===== src/rtl/uart_cmd_pkg.sv =====
// rtl/uart_cmd_pkg.sv - command codes, FSM states and payload field indices for the UART command parser
package uart_cmd_pkg;

  localparam logic [7:0] CMD_GRP_BASE = 8'h30;
  localparam logic [7:0] CMD_WRITE    = 8'h20;
  localparam logic [7:0] CMD_READ     = 8'h10;
  localparam int         PAYLOAD_LEN  = 7;

  typedef enum logic [1:0] {
    IDLE,
    PAYLOAD,
    REQ_WR,
    REQ_RD
  } state_t;

  // Payload byte positions; the last one also carries the Waveform check nibble
  localparam logic [2:0] FLD_WAVE  = 3'd0;
  localparam logic [2:0] FLD_FW3   = 3'd1;
  localparam logic [2:0] FLD_FW2   = 3'd2;
  localparam logic [2:0] FLD_FW1   = 3'd3;
  localparam logic [2:0] FLD_FW0   = 3'd4;
  localparam logic [2:0] FLD_PW_HI = 3'd5;
  localparam logic [2:0] FLD_PW_LO = 3'd6;

  function automatic logic is_grp_sel(input logic [7:0] b);
    return (b[7:2] == CMD_GRP_BASE[7:2]);
  endfunction

endpackage


===== src/rtl/cmd_gap_timer.sv =====
// rtl/cmd_gap_timer.sv - inter-byte gap timer with clear/enable, flags expiry after CYCLES idle cycles
module cmd_gap_timer #(
  parameter int CYCLES = 50000
) (
  input  logic Clk,
  input  logic Reset,
  input  logic i_clear,
  input  logic i_enable,
  output logic o_expire
);

  localparam int W = (CYCLES > 1) ? $clog2(CYCLES) : 1;

  logic [W-1:0] r_count;

  // A clear in the expiry cycle suppresses expiry: the arriving byte wins
  assign o_expire = i_enable && !i_clear && (r_count == W'(CYCLES - 1));

  always_ff @(posedge Clk or posedge Reset) begin
    if (Reset) begin
      r_count <= '0;
    end else if (i_clear || !i_enable || o_expire) begin
      r_count <= '0;
    end else begin
      r_count <= r_count + 1'b1;
    end
  end

endmodule


===== src/rtl/uart_cmd_parser.sv =====
// rtl/uart_cmd_parser.sv - decodes UART command bytes into held write/read requests for the DDS parameter engine
module uart_cmd_parser
  import uart_cmd_pkg::*;
#(
  parameter int CLOCK_FREQ = 50_000_000,
  parameter int TIMEOUT_US = 1000
) (
  input  logic        Clk,
  input  logic        Reset,
  input  logic        Rx_Done,
  input  logic [7:0]  Rx_Data,
  input  logic        Frame_Error,
  output logic        Wr_Req,
  output logic        Rd_Req,
  input  logic        Req_Ack,
  output logic [1:0]  Group,
  output logic [7:0]  Waveform,
  output logic [31:0] Fword,
  output logic [11:0] Pword,
  output logic        Cmd_Error
);

  localparam int         TIMEOUT_CYC = CLOCK_FREQ / 1_000_000 * TIMEOUT_US;
  localparam logic [2:0] LAST_IDX    = 3'(PAYLOAD_LEN - 1);

  state_t      r_state;
  state_t      w_state_nxt;
  logic [2:0]  r_cnt;
  logic [1:0]  r_group;
  logic [7:0]  r_waveform;
  logic [31:0] r_fword;
  logic [11:0] r_pword;
  logic        r_cmd_error;

  logic w_err;
  logic w_field_we;
  logic w_grp_we;
  logic w_cnt_clr;
  logic w_cnt_inc;
  logic w_expire;
  logic w_in_payload;

  assign w_in_payload = (r_state == PAYLOAD);

  cmd_gap_timer #(
    .CYCLES (TIMEOUT_CYC)
  ) u_gap_timer (
    .Clk      (Clk),
    .Reset    (Reset),
    .i_clear  (Rx_Done),
    .i_enable (w_in_payload),
    .o_expire (w_expire)
  );

  always_comb begin
    w_state_nxt = r_state;
    w_err       = 1'b0;
    w_field_we  = 1'b0;
    w_grp_we    = 1'b0;
    w_cnt_clr   = 1'b0;
    w_cnt_inc   = 1'b0;
    case (r_state)
      IDLE: begin
        if (Rx_Done) begin
          if (Frame_Error) begin
            w_err = 1'b1;
          end else if (is_grp_sel(Rx_Data)) begin
            w_grp_we = 1'b1;
          end else if (Rx_Data == CMD_WRITE) begin
            w_state_nxt = PAYLOAD;
            w_cnt_clr   = 1'b1;
          end else if (Rx_Data == CMD_READ) begin
            w_state_nxt = REQ_RD;
          end else begin
            w_err = 1'b1;
          end
        end
      end
      PAYLOAD: begin
        if (Rx_Done) begin
          if (Frame_Error) begin
            w_err       = 1'b1;
            w_state_nxt = IDLE;
          end else begin
            w_field_we = 1'b1;
            if (r_cnt == LAST_IDX) begin
              // Low nibble of the last byte echoes Waveform as an integrity check
              if (Rx_Data[3:0] != r_waveform[3:0]) begin
                w_err       = 1'b1;
                w_state_nxt = IDLE;
              end else begin
                w_state_nxt = REQ_WR;
              end
            end else begin
              w_cnt_inc = 1'b1;
            end
          end
        end else if (w_expire) begin
          w_err       = 1'b1;
          w_state_nxt = IDLE;
        end
      end
      REQ_WR, REQ_RD: begin
        if (Req_Ack) begin
          w_state_nxt = IDLE;
        end
        if (Rx_Done) begin
          w_err = 1'b1;
        end
      end
      default: w_state_nxt = IDLE;
    endcase
  end

  always_ff @(posedge Clk or posedge Reset) begin
    if (Reset) begin
      r_state     <= IDLE;
      r_cnt       <= '0;
      r_group     <= '0;
      r_cmd_error <= 1'b0;
    end else begin
      r_state     <= w_state_nxt;
      r_cmd_error <= w_err;
      if (w_grp_we) begin
        r_group <= Rx_Data[1:0];
      end
      if (w_cnt_clr) begin
        r_cnt <= '0;
      end else if (w_cnt_inc) begin
        r_cnt <= r_cnt + 1'b1;
      end
    end
  end

  always_ff @(posedge Clk or posedge Reset) begin
    if (Reset) begin
      r_waveform <= '0;
      r_fword    <= '0;
      r_pword    <= '0;
    end else if (w_field_we) begin
      case (r_cnt)
        FLD_WAVE:  r_waveform      <= Rx_Data;
        FLD_FW3:   r_fword[31:24]  <= Rx_Data;
        FLD_FW2:   r_fword[23:16]  <= Rx_Data;
        FLD_FW1:   r_fword[15:8]   <= Rx_Data;
        FLD_FW0:   r_fword[7:0]    <= Rx_Data;
        FLD_PW_HI: r_pword[11:4]   <= Rx_Data;
        FLD_PW_LO: r_pword[3:0]    <= Rx_Data[7:4];
        default:   r_pword         <= r_pword;
      endcase
    end
  end

  assign Wr_Req    = (r_state == REQ_WR);
  assign Rd_Req    = (r_state == REQ_RD);
  assign Group     = r_group;
  assign Waveform  = r_waveform;
  assign Fword     = r_fword;
  assign Pword     = r_pword;
  assign Cmd_Error = r_cmd_error;

endmodule

===== config.mk =====
export PLATFORM = sky130hd
export DESIGN_NAME = uart_cmd_parser
export DESIGN_NICKNAME = d
export VERILOG_FILES = /design/src/rtl/uart_cmd_pkg.sv /design/src/rtl/cmd_gap_timer.sv /design/src/rtl/uart_cmd_parser.sv
export SDC_FILE = /design/constraint.sdc
export NUM_CORES = 1
export LEC_CHECK = 0
export BUFFER_PORTS_ARGS = -buffer_cell sky130_fd_sc_hd__buf_2
export CORE_UTILIZATION = 40
export CTS_CLUSTER_SIZE = 40
export DETAILED_ROUTE_END_ITERATION = 8
export GPL_ROUTABILITY_DRIVEN = 0
export PLACE_DENSITY_LB_ADDON = 0.12
export SYNTH_ARGS = -nofsm -noshare
export SYNTH_HDL_FRONTEND = slang
export SYNTH_SLANG_ARGS = --single-unit
export TNS_END_PERCENT = 20

===== constraint.sdc =====
create_clock -name Clk -period 3.25 [get_ports Clk]
set_input_delay 0.65 -clock Clk [delete_from_list [all_inputs] [get_ports Clk]]
set_output_delay 0.65 -clock Clk [all_outputs]
set_load 0.01 [all_outputs]

==> flow_summary.json <==
{
  "status": "finished, final reports clean",
  "insertion_delay_ns": 0.34,
  "cts_inserted_buffers": 9,
  "route.detailed.drc": 0,
  "postCtsSetupRepairBufs": 0,
  "reg2reg_depth": 5,
  "area_growth_pct": 19.2,
  "r2r_slack_ns": 1.33,
  "synth_top_area_frac": 0.564,
  "die-area_um2": 8810,
  "p_switching_w": 0.000415,
  "instances_no_fill": 447,
  "power.density_nw_per_um2": 435,
  "synth_warnings": 0,
  "htreeDepth": 3,
  "post_drt_wl_per_cell_um": 16.1,
  "die_y_um": 93.9,
  "ios": 70,
  "path_clk_slew_ns": 0.08,
  "grt_pass1_vias": 2181,
  "hp-class": "input pin to async pin",
  "seq_area_frac_synth": 0.564,
  "drt_pass1_iterations": 4,
  "final_nets": 357,
  "start_util": 0.413,
  "drive_gt1_frac": 0.439,
  "relSlewSlack": 0.554,
  "vias": 2286,
  "utilization": 0.492,
  "gr-total-overflow": 0,
  "cts_sinks": 76,
  "antenna_found_initial": 0,
  "cts-root-buf": "clkbuf_8",
  "vdd_drop_max_uv": 223,
  "seqPwrFrac": 0.550,
  "grt_util_all_layers": 0.177,
  "tns_ns": 0,
  "synth_enable_flop_cells": 0,
  "place_inst": 432,
  "hpwl_um": 5090,
  "antenna_cells": 0,
  "fmax_mhz": 522,
  "grt_max_degree": 34,
  "cts_resized": 0,
  "r2r-start": "u_gap_timer.r_count[11]",
  "crit_family": "simple AND/OR/NAND/NOR gates",
  "setup.worst_path.end_class": "flop",
  "syn_inst": 267,
  "drtIter0Drc": 118,
  "wl_um": 7210,
  "path_cells": "nor4b_2, nand4_1, o21ai_4, nand4_1, a22o_1",
  "ys_top_cells_by_area": "dfrtp_1, mux2_2, xor2_1, nor2_1, ha_1",
  "skew_ns": 0.0137,
  "die_w_um": 93.9,
  "finalHoldViolations": 0,
  "swShare": 0.237,
  "ant_nets": 0,
  "startpoint_type": "flop",
  "core-area_um2": 8180,
  "crit_type": "flop to flop",
  "post_synth.cell_area_avg_um2": 12.6,
  "postCtsHoldBufs": 0,
  "worstPathMaxFanout": 17,
  "layout_min_cycle_time_ns": 1.92,
  "clockBufferDepth": 2,
  "syn_nets": 286,
  "required_ns": 3.47,
  "drv_cap": 0,
  "cpMostUsedCell": "nand4_1",
  "worst_pin_slew_ns": 0.668,
  "rr_endpoint": "r_state[0]",
  "numPortBuffers": 69,
  "grt_first_pass_wirelength_um": 11600,
  "synth_flop_cell": "dfrtp_1",
  "clockPowerShare": 0.398,
  "rows": 33,
  "p_leak_nw": 2.07,
  "cts_tree": "built",
  "path_buf_inv": 0,
  "vias_per_cell": 5.11,
  "period_share": 0.590,
  "worst_path_largest_cell_delay_ns": 0.44,
  "p_int_w": 0.00133,
  "synthArstFlopShare": 1.00,
  "ys_seq_elements": 76,
  "final-setup-viol-count": 0,
  "rsz0062_at_grt": "no",
  "cp.arrival_ns": 2.14,
  "syn-cell-area_um2": 3370,
  "synth.distinct_cells": 37,
  "finalMaxSlewViolations": 0,
  "combinationalPowerShare": 0.052,
  "cp_slowest_cell": "o21ai_4",
  "yosysTopAreaCell": "dfrtp_1"
}
[cell usage after synthesis (all sizes together), types with 3 or more instances]
cell type  count
mux2          54
xnor2          7
nand2         14
nand4          8
nor2          30
nand2b         4
nor4           4
inv            8
xor2          13
nand3          9
ha             6
dfrtp         76
buf            5
nor3           4
clkbuf         6
a21oi          3
a31oi          3
[sequential cells by signal, summed over array words and instances, names as in the netlist]
name	flops
Waveform	8
Group	2
r_cnt	3
r_state	2
Fword	32
u_gap_timer.r_count	16
Pword	12
Cmd_Error	1
[placed cells by master, fill, tap and decap left out, types with 2 or more instances in the layout]
cell / count
dfrtp_1: 76
buf_2: 69
mux2_2: 52
nor2_1: 29
nand2_1: 14
xor2_1: 13
clkbuf_8: 9
nand4_1: 8
inv_1: 7
xnor2_1: 7
nand3_1: 7
ha_1: 6
nor4_2: 3
nor3_1: 3
a21oi_1: 3
a31oi_1: 3
clkinvlp_4: 3
nand3_2: 2
mux2_1: 2
nand2b_1: 2
[layer usage]
layer	global-route usage	vias to the layer above	wire length, um
met4	0.0654	0	51
met2	0.259	65	3240
met3	0.0356	4	400
li1	-	1070	-
met1	0.257	1147	3520
met5	0	-	0
[cells by family (layout without fill, tap and decap cells)]
logic type,count (synthesis),count (layout),synth area share
adders and majority gates,6,6,0.0222
DFF,76,76,0.564
AOI/OAI and AO/OA,11,11,0.0252
muxes,54,54,0.180
xor gates and xnor gates,20,20,0.0519
and+or+nand+nor,81,81,0.134
buffers and inverters,19,94,0.0230
[how the worst max path moves through the flow]
| stage | start | endpoint | slack [ns] | depth (start not counted) |
|---|---|---|---|---|
| finish | u_gap_timer.r_count[11] | r_state[0] | 1.33 | 5 |
| global route | u_gap_timer.r_count[11] | r_state[0] | 1.15 | 5 |
| CTS | u_gap_timer.r_count[11] | r_state[0] | 1.33 | 5 |
| detailed placement | Frame_Error | Fword[31] | 1.17 | 5 |
| global placement | Rx_Data[2] | r_cnt[0] | 1.15 | 5 |
| floorplan | Reset | Cmd_Error | 0.66 | 1 |
[power by group through the flow]
stage | logic (W) | clock network (W) | registers [W]
global route | 0.000104 | 0.000756 | 0.000964
floorplan | 0.0000589 | 0 | 0.000980
detailed placement | 0.0000944 | 0 | 0.000981
finish | 0.0000913 | 0.000695 | 0.000962
CTS | 0.0000947 | 0.000718 | 0.000962
global placement | 0.0000946 | 0 | 0.000981
[layout make-up]
cell class	instances	area [um^2]
Fill cell	756	4150
Sequential cell	76	1900
Multi-Input combinational cell	172	1400
Timing Repair Buffer	71	373
Tap cell	105	131
Clock buffer	9	124
Clock inverter	6	66.3
Inverter	8	30.0
[metrics by stage]
step                      setup WS (ns)  area [um^2]  hold WS (ns)  total power (W)
final                              1.33         4020         0.400          0.00175
after global routing               1.15         4020         0.455          0.00182
after CTS                          1.33         4020         0.410          0.00177
after detailed placement           1.17         3830         0.454          0.00108
after global placement             1.15         3830         0.445          0.00108
after floorplan                   0.662         3370         0.433          0.00104
(Power assumes the default switching activity.)
